[src/rtl/uart_pkg.sv]
// uart_pkg
//   Types and helpers shared by the UART receiver, its baud timer and the
//   future transmitter.
//   - parity_e     : parity mode selection
//   - rx_state_e   : receiver FSM state encoding
//   - parity_calc  : expected parity bit of a zero-padded data word
package uart_pkg;

  // Widest data word supported; narrower words are zero-padded to this width.
  localparam int MAX_DATA_BITS = 9;

  typedef enum logic [1:0] {
    PAR_NONE = 2'd0,
    PAR_EVEN = 2'd1,
    PAR_ODD  = 2'd2
  } parity_e;

  typedef enum logic [2:0] {
    ST_IDLE   = 3'd0,
    ST_START  = 3'd1,
    ST_DATA   = 3'd2,
    ST_PARITY = 3'd3,
    ST_STOP   = 3'd4,
    ST_BREAK  = 3'd5
  } rx_state_e;

  // Parity bit a correct transmitter sends for this data word.
  // Zero padding does not change the XOR, so any DATA_BITS <= 9 works.
  function automatic logic parity_calc(input logic [MAX_DATA_BITS-1:0] data,
                                       input parity_e                  mode);
    logic p;
    case (mode)
      PAR_EVEN: p = ^data;
      PAR_ODD:  p = ~(^data);
      default:  p = 1'b0;
    endcase
    return p;
  endfunction

endpackage

[src/rtl/uart_rx_param_if.sv]
// uart_rx_param_if
//   Receive/Received handshake between the UART receiver and its consumer.
//   - Receive   : held frame valid (receiver -> consumer)
//   - Received  : consumer acknowledge (consumer -> receiver)
//   - Dout      : held data word
//   - parityErr : parity error of the held frame
//   - frameErr  : framing error of the held frame
//   - overrun   : sticky, frames were dropped while one was held
//   - busy      : receiver FSM is not idle
interface uart_rx_param_if #(
  parameter int DATA_BITS = 8
);
  logic                 Receive;
  logic                 Received;
  logic [DATA_BITS-1:0] Dout;
  logic                 parityErr;
  logic                 frameErr;
  logic                 overrun;
  logic                 busy;

  modport master (
    output Receive, Dout, parityErr, frameErr, overrun, busy,
    input  Received
  );

  modport slave (
    input  Receive, Dout, parityErr, frameErr, overrun, busy,
    output Received
  );
endinterface

[src/rtl/uart_baud_timer.sv]
// uart_baud_timer
//   Bit-period timer: counts 0..CLKS_PER_BIT-1 and wraps.
//   - clk, Reset_n : clock, async active-low reset
//   - clr          : hold the count at 0 (count is 0 the cycle after clr)
//   - half_tick    : count == CLKS_PER_BIT/2-1 (mid-bit alignment of start bit)
//   - full_tick    : count == CLKS_PER_BIT-1 (one bit period elapsed)
module uart_baud_timer #(
  parameter int CLKS_PER_BIT = 5208
) (
  input  logic clk,
  input  logic Reset_n,
  input  logic clr,
  output logic half_tick,
  output logic full_tick
);

  localparam int TW = $clog2(CLKS_PER_BIT);
  localparam logic [TW-1:0] LAST = TW'(CLKS_PER_BIT - 1);
  localparam logic [TW-1:0] HALF = TW'(CLKS_PER_BIT / 2 - 1);

  logic [TW-1:0] count_q;
  logic [TW-1:0] count_d;

  // Next count: clear, wrap at the end of a bit period, otherwise increment.
  always_comb begin
    count_d = count_q;
    if (clr) begin
      count_d = '0;
    end else if (count_q == LAST) begin
      count_d = '0;
    end else begin
      count_d = count_q + TW'(1);
    end
  end

  // Count register.
  always_ff @(posedge clk or negedge Reset_n) begin
    if (!Reset_n) begin
      count_q <= '0;
    end else begin
      count_q <= count_d;
    end
  end

  assign full_tick = (count_q == LAST);
  assign half_tick = (count_q == HALF);

endmodule

[src/rtl/uart_rx_param.sv]
// uart_rx_param
//   Parametrised asynchronous serial receiver with a one-entry holding
//   register, so a new frame can arrive while the previous one is unread.
//   - clk, Reset_n : clock, async active-low reset
//   - Sin          : asynchronous serial input, idles high
//   - rx           : Receive/Received handshake, data and status flags
module uart_rx_param
  import uart_pkg::*;
#(
  parameter int      CLKS_PER_BIT = 5208,
  parameter int      DATA_BITS    = 8,
  parameter parity_e PARITY       = PAR_ODD,
  parameter int      STOP_BITS    = 1
) (
  input  logic            clk,
  input  logic            Reset_n,
  input  logic            Sin,
  uart_rx_param_if.master rx
);

  localparam int CNT_W = $clog2(DATA_BITS + 1);
  localparam logic [CNT_W-1:0] LAST_DATA = CNT_W'(DATA_BITS - 1);
  localparam logic [CNT_W-1:0] LAST_STOP = CNT_W'(STOP_BITS - 1);

  localparam logic [2:0] S_IDLE   = ST_IDLE;
  localparam logic [2:0] S_START  = ST_START;
  localparam logic [2:0] S_DATA   = ST_DATA;
  localparam logic [2:0] S_PARITY = ST_PARITY;
  localparam logic [2:0] S_STOP   = ST_STOP;
  localparam logic [2:0] S_BREAK  = ST_BREAK;

  logic [1:0]               sync_q;
  logic                     sin_s;
  logic [2:0]               state_q, state_d;
  logic [CNT_W-1:0]         bitcnt_q, bitcnt_d;
  logic [DATA_BITS-1:0]     shift_q, shift_d;
  logic                     perr_q, perr_d;
  logic                     ferr_q, ferr_d;
  logic                     clr_s, done_s;
  logic                     half_tick_s, full_tick_s;
  logic [MAX_DATA_BITS-1:0] par_data_s;

  logic                     rcv_q, rcv_d;
  logic [DATA_BITS-1:0]     dout_q, dout_d;
  logic                     hperr_q, hperr_d;
  logic                     hferr_q, hferr_d;
  logic                     ovr_q, ovr_d;
  logic                     busy_q, busy_d;

  assign sin_s = sync_q[1];

  uart_baud_timer #(
    .CLKS_PER_BIT (CLKS_PER_BIT)
  ) u_timer (
    .clk       (clk),
    .Reset_n   (Reset_n),
    .clr       (clr_s),
    .half_tick (half_tick_s),
    .full_tick (full_tick_s)
  );

  // Zero-pad the received word for the parity helper.
  always_comb begin
    par_data_s                  = '0;
    par_data_s[DATA_BITS-1:0]   = shift_q;
  end

  // Receiver FSM: framing, sampling and per-frame error accumulation.
  always_comb begin
    state_d  = state_q;
    bitcnt_d = bitcnt_q;
    shift_d  = shift_q;
    perr_d   = perr_q;
    ferr_d   = ferr_q;
    clr_s    = 1'b0;
    done_s   = 1'b0;
    case (state_q)
      S_IDLE: begin
        // Timer held at 0 so the START half tick is measured from the edge.
        clr_s = 1'b1;
        if (!sin_s) begin
          state_d  = S_START;
          bitcnt_d = '0;
          perr_d   = 1'b0;
          ferr_d   = 1'b0;
        end else begin
          state_d = S_IDLE;
        end
      end
      S_START: begin
        if (half_tick_s) begin
          if (sin_s) begin
            state_d = S_IDLE;          // glitch, not a real start bit
          end else begin
            state_d  = S_DATA;
            clr_s    = 1'b1;           // re-phase timer to mid-bit
            bitcnt_d = '0;
          end
        end else begin
          state_d = S_START;
        end
      end
      S_DATA: begin
        if (full_tick_s) begin
          shift_d = {sin_s, shift_q[DATA_BITS-1:1]};
          if (bitcnt_q == LAST_DATA) begin
            bitcnt_d = '0;
            if (PARITY == PAR_NONE) begin
              state_d = S_STOP;
            end else begin
              state_d = S_PARITY;
            end
          end else begin
            bitcnt_d = bitcnt_q + CNT_W'(1);
          end
        end else begin
          state_d = S_DATA;
        end
      end
      S_PARITY: begin
        if (full_tick_s) begin
          perr_d  = (sin_s != parity_calc(par_data_s, PARITY));
          state_d = S_STOP;
        end else begin
          state_d = S_PARITY;
        end
      end
      S_STOP: begin
        if (full_tick_s) begin
          ferr_d = ferr_q | ~sin_s;
          if (bitcnt_q == LAST_STOP) begin
            done_s   = 1'b1;
            bitcnt_d = '0;
            if (sin_s) begin
              state_d = S_IDLE;
            end else begin
              state_d = S_BREAK;       // line held low: wait for it to recover
            end
          end else begin
            bitcnt_d = bitcnt_q + CNT_W'(1);
          end
        end else begin
          state_d = S_STOP;
        end
      end
      S_BREAK: begin
        if (sin_s) begin
          state_d = S_IDLE;
        end else begin
          state_d = S_BREAK;
        end
      end
      default: begin
        state_d = S_IDLE;
      end
    endcase
  end

  // Holding register: deliver, drop-with-overrun, or clear on acknowledge.
  always_comb begin
    rcv_d   = rcv_q;
    dout_d  = dout_q;
    hperr_d = hperr_q;
    hferr_d = hferr_q;
    ovr_d   = ovr_q;
    busy_d  = (state_d != S_IDLE);
    if (done_s) begin
      if (!rcv_q || rx.Received) begin
        // Empty, or being read this very cycle: the new frame takes its place.
        rcv_d   = 1'b1;
        dout_d  = shift_q;
        hperr_d = perr_q;
        hferr_d = ferr_d;
        ovr_d   = 1'b0;
      end else begin
        ovr_d = 1'b1;
      end
    end else if (rcv_q && rx.Received) begin
      rcv_d   = 1'b0;
      hperr_d = 1'b0;
      hferr_d = 1'b0;
      ovr_d   = 1'b0;
    end else begin
      rcv_d = rcv_q;
    end
  end

  // State, synchroniser and holding registers.
  always_ff @(posedge clk or negedge Reset_n) begin
    if (!Reset_n) begin
      sync_q   <= 2'b11;
      state_q  <= S_IDLE;
      bitcnt_q <= '0;
      shift_q  <= '0;
      perr_q   <= 1'b0;
      ferr_q   <= 1'b0;
      rcv_q    <= 1'b0;
      dout_q   <= '0;
      hperr_q  <= 1'b0;
      hferr_q  <= 1'b0;
      ovr_q    <= 1'b0;
      busy_q   <= 1'b0;
    end else begin
      sync_q   <= {sync_q[0], Sin};
      state_q  <= state_d;
      bitcnt_q <= bitcnt_d;
      shift_q  <= shift_d;
      perr_q   <= perr_d;
      ferr_q   <= ferr_d;
      rcv_q    <= rcv_d;
      dout_q   <= dout_d;
      hperr_q  <= hperr_d;
      hferr_q  <= hferr_d;
      ovr_q    <= ovr_d;
      busy_q   <= busy_d;
    end
  end

  assign rx.Receive   = rcv_q;
  assign rx.Dout      = dout_q;
  assign rx.parityErr = hperr_q;
  assign rx.frameErr  = hferr_q;
  assign rx.overrun   = ovr_q;
  assign rx.busy      = busy_q;

endmodule

[src/flat_wrapper.sv]
// flat-port wrapper written by rule: the top's interface ports become plain ports
module uart_rx_param_flat import uart_pkg::*;
#(
  parameter int      CLKS_PER_BIT = 5208,
  parameter int      DATA_BITS    = 8,
  parameter parity_e PARITY       = PAR_ODD,
  parameter int      STOP_BITS    = 1
)
  (clk, Reset_n, Sin, rx_Receive, rx_Dout, rx_parityErr, rx_frameErr, rx_overrun, rx_busy, rx_Received);
  uart_rx_param_if #(.DATA_BITS(DATA_BITS)) rx_i ();
  input  logic clk;
  input  logic Reset_n;
  input  logic Sin;
  output wire logic [$bits(rx_i.Receive)-1:0] rx_Receive;
  output wire logic [$bits(rx_i.Dout)-1:0] rx_Dout;
  output wire logic [$bits(rx_i.parityErr)-1:0] rx_parityErr;
  output wire logic [$bits(rx_i.frameErr)-1:0] rx_frameErr;
  output wire logic [$bits(rx_i.overrun)-1:0] rx_overrun;
  output wire logic [$bits(rx_i.busy)-1:0] rx_busy;
  input wire logic [$bits(rx_i.Received)-1:0] rx_Received;
  assign rx_Receive = rx_i.Receive;
  assign rx_Dout = rx_i.Dout;
  assign rx_parityErr = rx_i.parityErr;
  assign rx_frameErr = rx_i.frameErr;
  assign rx_overrun = rx_i.overrun;
  assign rx_busy = rx_i.busy;
  assign rx_i.Received = rx_Received;
  uart_rx_param #(.CLKS_PER_BIT(CLKS_PER_BIT), .DATA_BITS(DATA_BITS), .PARITY(PARITY), .STOP_BITS(STOP_BITS)) u_core (.clk(clk), .Reset_n(Reset_n), .Sin(Sin), .rx(rx_i));
endmodule
[config.mk]
export PLATFORM = sky130hd
export DESIGN_NAME = uart_rx_param_flat
export DESIGN_NICKNAME = d
export VERILOG_FILES = /design/src/rtl/uart_pkg.sv /design/src/rtl/uart_rx_param_if.sv /design/src/rtl/uart_baud_timer.sv /design/src/rtl/uart_rx_param.sv /design/src/flat_wrapper.sv
export SDC_FILE = /design/constraint.sdc
export NUM_CORES = 1
export LEC_CHECK = 0
export ABC_AREA = 1
export CAP_MARGIN = 10
export CORE_ASPECT_RATIO = 2
export CORE_MARGIN = 4
export CORE_UTILIZATION = 58
export CTS_BUF_LIST = sky130_fd_sc_hd__clkbuf_4 sky130_fd_sc_hd__clkbuf_8 sky130_fd_sc_hd__clkbuf_16
export DETAILED_ROUTE_END_ITERATION = 12
export GPL_TIMING_DRIVEN = 0
export HOLD_SLACK_MARGIN = 0.15
export PLACE_DENSITY = 0.8
export SETUP_SLACK_MARGIN = 0.5
export SYNTH_ARGS = -nofsm -noshare
export SYNTH_HDL_FRONTEND = slang
export SYNTH_HIERARCHICAL = 1
export SYNTH_SLANG_ARGS = --single-unit
[constraint.sdc]
create_clock -name clk -period 2.4 [get_ports clk]
set_input_delay 0.24 -clock clk [delete_from_list [all_inputs] [get_ports clk]]
set_output_delay 0.24 -clock clk [all_outputs]
set_load 0.05 [all_outputs]
==> results.sh, run 1 <==
export IMPL_cp_arrival_ns=2.11
export IMPL_drc=0
export IMPL_vias=2127
export IMPL_postLayoutCoreUtil=0.721
export IMPL_grt_max_degree=33
export IMPL_netlist_cell_type_count=28
export IMPL_detail_route_antenna_nets=0
export IMPL_synth_top_family_by_area="simple AND/OR/NAND/NOR gates"
export IMPL_post_route_cells_drive_above_1_share=0.211
export IMPL_leakagePower_nw=1.40
export IMPL_power_mw=1.26
export IMPL_wl_per_cell_um=13.3
export IMPL_powerDensity_nw_per_um2=428
export IMPL_via_per_inst=5.29
export IMPL_skew_ns=0.00684
export IMPL_cts_htree_levels=2
export IMPL_drv_slew=0
export IMPL_clock_fmax_ghz=0.520
export IMPL_cts_sinks=45
export IMPL_setup_ws_ns=0.476
export IMPL_placedCellCount=383
export IMPL_place_area_sq_um=2670
export IMPL_required_ns=2.59
export IMPL_syn_nets=321
export IMPL_startpoint="u_core/u_timer/count_q[1]"
export IMPL_synth_simple_area_share=0.321
export IMPL_instances_no_fill=402
export IMPL_grt_pass1_wl_um=8710
export IMPL_status="finished clean"
export IMPL_antenna_found_initial=0
export IMPL_synth_compound_area_share=0.0789
export IMPL_diodes=0
export IMPL_tns_ns=0
export IMPL_final_common_cell="nand2_1"
export IMPL_ir_drop_v=0.000542
export IMPL_core_area_sq_um=4090
export IMPL_root_buffer="clkbuf_8"
export IMPL_io_pins=17
export IMPL_dieArea_sq_um=5340
export IMPL_cts_buffer_depth=2
export IMPL_cpPeakStageDelay_ns=0.41
export IMPL_wirelength_um=5340
export IMPL_std_cell_rows=33
export IMPL_area_growth_pct=21.5
export IMPL_initial_utilization=0.593
export IMPL_grt_ovfl_total=0
export IMPL_rsz0062_at_grt="true"
export IMPL_fin_crit_ns=1.92
export IMPL_yosys_area_share_xor_xnor=0.0253
export IMPL_port_buffer_count=16
export IMPL_syn_avg_cell_area_sq_um=7.72
export IMPL_cts_buffers=5
export IMPL_grt_pass1_vias=2073
export IMPL_drt_iter0_markers=70
export IMPL_synth_seq_area_share=0.465
export IMPL_hold_worst_slack_ns=0.348
export IMPL_yosys_area_top_type_share=0.444
export IMPL_die_width_um=53.7
export IMPL_muxShareOfSynthArea=0
export IMPL_cts_tree="yes"
export IMPL_path_max_fanout=6
export IMPL_crit_chain="ha_4, nand4_1, nor4_4, nand4_1, o21ai_4, inv_2, nand2_4, nor2_1"
export IMPL_finalSetupViolCount=0
export IMPL_grt_util_all_layers=0.219
export IMPL_ys_seq_elements=45
export IMPL_drv_cap=0
export IMPL_synthesis_area_sq_um=2420
export IMPL_r2r_start="u_core/u_timer/count_q[1]"
export IMPL_yosys_top_cells_area="dfrtp_1 44%, nand2_1 13%, inv_1 7.6%, nor2_1 5.9%, nand3_1 4.3%"
export IMPL_worst_hold_path_type="input port to flop"
export IMPL_startpoint_type="flop"
export IMPL_synth_adder_area_share=0.0155
export IMPL_pre_cts_ws_ns=0.0306
export IMPL_netlist_instances=314
export IMPL_synth_warnings=6
export IMPL_crit_path_frequent_cell="nand4_1"
export IMPL_maxSlewHeadroom=0.661
export IMPL_most_common_layout_cells="83 x nand2_1, 45 x inv_1, 41 x dfrtp_1"
export IMPL_crit_type="flop to flop"
export IMPL_finalCritPeriodShare=0.802
export IMPL_finalHoldViolations=0
export IMPL_die_h_um=99.4
export IMPL_end_kind="flop"
export IMPL_fin_area_sq_um=2950
export IMPL_detailed_place_hpwl_um=3900
export IMPL_drt_first_pass_iters=5
export IMPL_hold_start="Sin"
export IMPL_fin_nets=356
export IMPL_tightest_slew_ns=0.506
export IMPL_synth_largest_area_cell="dfrtp_1"
export IMPL_cts_clk_slew_worst_paths_ns=0.08
export IMPL_worst_skew_pair_late_latency_ns=0.29
export IMPL_slowest_stage="dfrtp_1"
export IMPL_gp_congestion=0.823
==> cell families after synthesis <==
family / Yosys count
DFF: 45
xor gates and xnor gates: 7
adders and majority gates: 3
and+or+nand+nor: 173
AOI/OAI and AO/OA: 31
buffers and inverters: 55
==> power breakdown <==
part | leakage [nW] | switching [mW] | internal [mW]
clock | 0.0453 | 0.239 | 0.229
combinational | 0.755 | 0.0222 | 0.0106
sequential | 0.600 | 0.000440 | 0.760
==> worst max-delay path, delay by kind of cell (launching register included) <==
kind                     cells  cell delay [ns]
flip-flops                   1             0.41
buffers and inverters        1             0.08
AO/OA/AOI/OAI                1             0.22
AND/OR/NAND/NOR              5             0.92
adder cells (fa/ha/maj)      1             0.18
==> state kept, by name, summed over array words and instances (netlist names) <==
register,flops
u_core/u_timer/count_q,13
u_core/rx.Dout,8
u_core/shift_q,8
u_core/bitcnt_q,4
u_core/state_q,3
u_core/sync_q,2
u_core/ferr_q,1
u_core/perr_q,1
u_core/rx.Receive,1
u_core/rx.busy,1
u_core/rx.frameErr,1
u_core/rx.overrun,1
u_core/rx.parityErr,1
==> area by class of cell <==
class	count	area [sq um]
Inverter	51	196
Sequential cell	45	1130
Clock inverter	1	7.51
Buffer	4	38.8
Multi-Input combinational cell	214	1160
Timing Repair Buffer	28	260
Tap cell	52	65.1
Clock buffer	7	83.8
Fill cell	314	1140
==> synthesized netlist by cell type <==
library cell  number
o21ai_0           17
buf_2              2
a21oi_1            3
inv_2              1
nand3b_1           2
nor2_1            38
o21ai_1            1
nor2_4             1
buf_6              2
o31ai_1            1
ha_1               3
nand4_1            4
nor2_2             7
nor3_1             5
nor4_1             1
xnor2_1            1
dfrtp_1           43
xor2_1             6
nand4_4            1
inv_1             49
nand3_1           21
dfstp_2            2
nor3b_1            1
inv_4              1
nand2_1           84
o21ai_2            9
nand3_2            3
nand2_2            5
==> final timing paths <==
| path | end | slack (ns) | depth (start not counted) |
|---|---|---|---|
| setup / recovery | u_core/u_timer/count_q[3] | 0.48 | 8 |
| hold / removal | u_core/sync_q[0] | 0.35 | 1 |
| setup reg to reg | u_core/u_timer/count_q[3] | 0.48 | 8 |
| hold reg to reg | u_core/sync_q[1] | 0.36 | 0 |
| max in group asynchronous | u_core/sync_q[0] | 1.47 | 3 |
| min in group asynchronous | u_core/u_timer/count_q[11] | 0.38 | 2 |
==> timing repair <==
| item | CTS | global route |
|---|---|---|
| hold buffers | 1 | 0 |
| hold endpoints to repair | 13 | 0 |
| setup buffers | 4 | 6 |
| pin swaps | 2 | 11 |
| gates resized for setup | 11 | 23 |
| setup endpoints to repair | 29 | 32 |
==> metal layers <==
metal | vias to the layer above | part of all wire | track usage
met5 | - | 0 | 0
met4 | 0 | 0.031 | 0.124
met3 | 17 | 0.025 | 0.0315
met2 | 52 | 0.59 | 0.398
met1 | 1014 | 0.36 | 0.220
li1 | 1044 | - | -
(Power assumes the default switching activity.)
==> run 2, diff against run 1 <==
Clock period 2.4 ns to 1.9 ns, I/O delays scaled along.
==> results.sh, run 2 (same netlist as run 1, synthesis figures left out) <==
export IMPL_gp_congestion=0.958
export IMPL_cts_clk_slew_worst_paths_ns=0.09
export IMPL_p_int_mw=1.38
export IMPL_tightest_slew_ns=0.519
export IMPL_cpPeakStageDelay_ns=0.45
export IMPL_die_width_um=53.7
export IMPL_startpoint="u_core/u_timer/count_q[1]"
export IMPL_tns_ns=0
export IMPL_netSwitchingFraction=0.211
export IMPL_skew_ns=0.00995
export IMPL_top_layer="met4"
export IMPL_port_buffer_count=16
export IMPL_core_area_sq_um=4090
export IMPL_finalSetupViolCount=0
export IMPL_crit_chain="ha_4, nand2_4, nor2_4, nand3_2, inv_2, buf_6, nor3_1, a21oi_1, nand2_1, nor2_4, nand3b_1"
export IMPL_fin_nets=375
export IMPL_path_max_fanout=6
export IMPL_detail_route_antenna_nets=0
export IMPL_area_growth_pct=40.9
export IMPL_finalCritPeriodShare=0.980
export IMPL_grt_ovfl_total=0
export IMPL_final_common_cell="nand2_1"
export IMPL_place_area_sq_um=2720
export IMPL_detailed_place_hpwl_um=3820
export IMPL_largest_reg_flops=13
export IMPL_instances_no_fill=421
export IMPL_cts_buffer_depth=2
export IMPL_end_kind="flop"
export IMPL_crit_path_frequent_cell="nor2_4"
export IMPL_clock_fmax_ghz=0.537
export IMPL_startpoint_type="flop"
export IMPL_diodes=0
export IMPL_worst_hold_path_type="input port to flop"
export IMPL_combPwrFrac=0.025
export IMPL_seqPwrFrac=0.548
export IMPL_vias=2352
export IMPL_initial_utilization=0.593
export IMPL_post_route_cells_drive_above_1_share=0.409
export IMPL_cts_htree_levels=2
export IMPL_std_cell_rows=33
export IMPL_fin_crit_ns=1.86
export IMPL_wirelength_um=6630
export IMPL_fin_area_sq_um=3420
export IMPL_root_buffer="clkbuf_8"
export IMPL_ir_drop_v=0.000569
export IMPL_wl_met1_um=2180
export IMPL_drv_cap=0
export IMPL_most_common_layout_cells="63 x nand2_1, 41 x inv_1, 39 x dfrtp_1"
export IMPL_status="finished clean"
export IMPL_io_pins=17
export IMPL_drt_first_pass_iters=4
export IMPL_powerDensity_nw_per_um2=513
export IMPL_rsz0062_at_grt="true"
export IMPL_regMostFlops="u_core/u_timer/count_q"
export IMPL_drt_iter0_markers=58
export IMPL_p_switching_uw=369
export IMPL_met3_length_um=200
export IMPL_slowest_stage="nor3_1"
export IMPL_grt_pass1_wl_um=9540
export IMPL_hold_start="Sin"
export IMPL_cts_tree="yes"
export IMPL_crit_buf_inv=2
export IMPL_via_per_inst=5.59
export IMPL_drc=0
export IMPL_wl_per_cell_um=15.7
export IMPL_cts_buffers=5
export IMPL_dr_wl_met2_um=3760
export IMPL_maxSlewHeadroom=0.651
export IMPL_r2r_start="u_core/u_timer/count_q[1]"
export IMPL_required_ns=2.14
export IMPL_finalHoldViolations=0
export IMPL_cp_top_family="simple AND/OR/NAND/NOR gates"
export IMPL_drv_slew=0
export IMPL_hold_worst_slack_ns=0.284
export IMPL_grt_pass1_vias=2194
export IMPL_cp_arrival_ns=2.11
export IMPL_crit_type="flop to flop"
export IMPL_pwr_share_clk=0.427
export IMPL_grt_max_degree=33
export IMPL_placedCellCount=383
export IMPL_cts_sinks=45
export IMPL_die_h_um=99.4
export IMPL_antenna_found_initial=0
export IMPL_leakagePower_nw=1.65
export IMPL_dieArea_sq_um=5340
export IMPL_worst_skew_pair_late_latency_ns=0.30
export IMPL_grt_util_all_layers=0.242
==> run 2: changes by cell type in the layout (fill, tap and decap cells not counted), moves of 5 or more <==
cell / delta
nand2_1: -20
clkdlybuf4s50_1: -13
nand2_2: +10
nand2_4: +10
o21ai_0: -10
buf_4: +8
nor2_1: -8
o21ai_2: +8
buf_6: +6
nand3_1: -6
clkbuf_2: +5
clkdlybuf4s15_1: +5
nand3_2: +5
==> run 2: final timing paths <==
path | to | slack (ns) | cells after the start
max in group asynchronous | u_core/sync_q[1] | 1.04 | 3
hold reg to reg | u_core/sync_q[1] | 0.36 | 0
min in group asynchronous | u_core/bitcnt_q[1] | 0.31 | 2
setup / recovery | u_core/rx.busy | 0.04 | 11
hold / removal | u_core/sync_q[0] | 0.28 | 1
setup reg to reg | u_core/rx.busy | 0.04 | 11
==> run 2: cell type report <==
class                      count  area, sq um
inverter                      51          201
tap                           52         65.1
timing repair buffer          47          457
clock inverter                 2         38.8
sequential                    45         1130
multi-input combinational    214         1390
buffer                         4         53.8
fill                         218          671
clock buffer                   6         76.3
==> run 2: timing repair <==
item | 4_1_cts | 5_1_grt
cloned | 1 | 1
hold endpoints to repair | 43 | 0
pin swaps | 15 | 19
endpoints found under the setup margin | 56 | 53
setup buffers | 15 | 12
gates resized for setup | 47 | 90
hold buffers | 1 | 0
==> run 2: routing by layer <==
| layer | up-vias | global-route usage |
|---|---|---|
| met5 | - | 0 |
| met4 | 0 | 0.154 |
| met3 | 47 | 0.0525 |
| met2 | 77 | 0.421 |
| met1 | 1134 | 0.246 |
| li1 | 1094 | - |
==> run 2: power by group through the flow <==
stage          Clock, mW  Combinational, mW  Sequential (mW)
4_1_cts            0.761             0.0441            0.961
3_3_place_gp           0             0.0370            0.980
6_report           0.748             0.0445            0.961
5_1_grt            0.805             0.0510            0.961
2_1_floorplan          0            0.00930            0.980
3_5_place_dp           0             0.0414            0.980
==> run 2: through the flow <==
| step | power, mW | worst slack [ns] | utilization |
|---|---|---|---|
| final | 1.75 | 0.0381 | 0.836 |
| after global routing | 1.82 | -0.00411 | 0.836 |
| after CTS | 1.77 | 0.133 | 0.747 |
| after detailed placement | 1.02 | -0.117 | 0.666 |
| after global placement | 1.02 | -0.588 | 0.662 |
| after floorplan | 0.989 | 0.265 | - |
==> run 3, diff against run 2 <==
Settings changed: CTS_CLUSTER_SIZE set to 20.
==> results of run 3 <==
No change in the layout: final DEF, timing and power equal those of run 2.
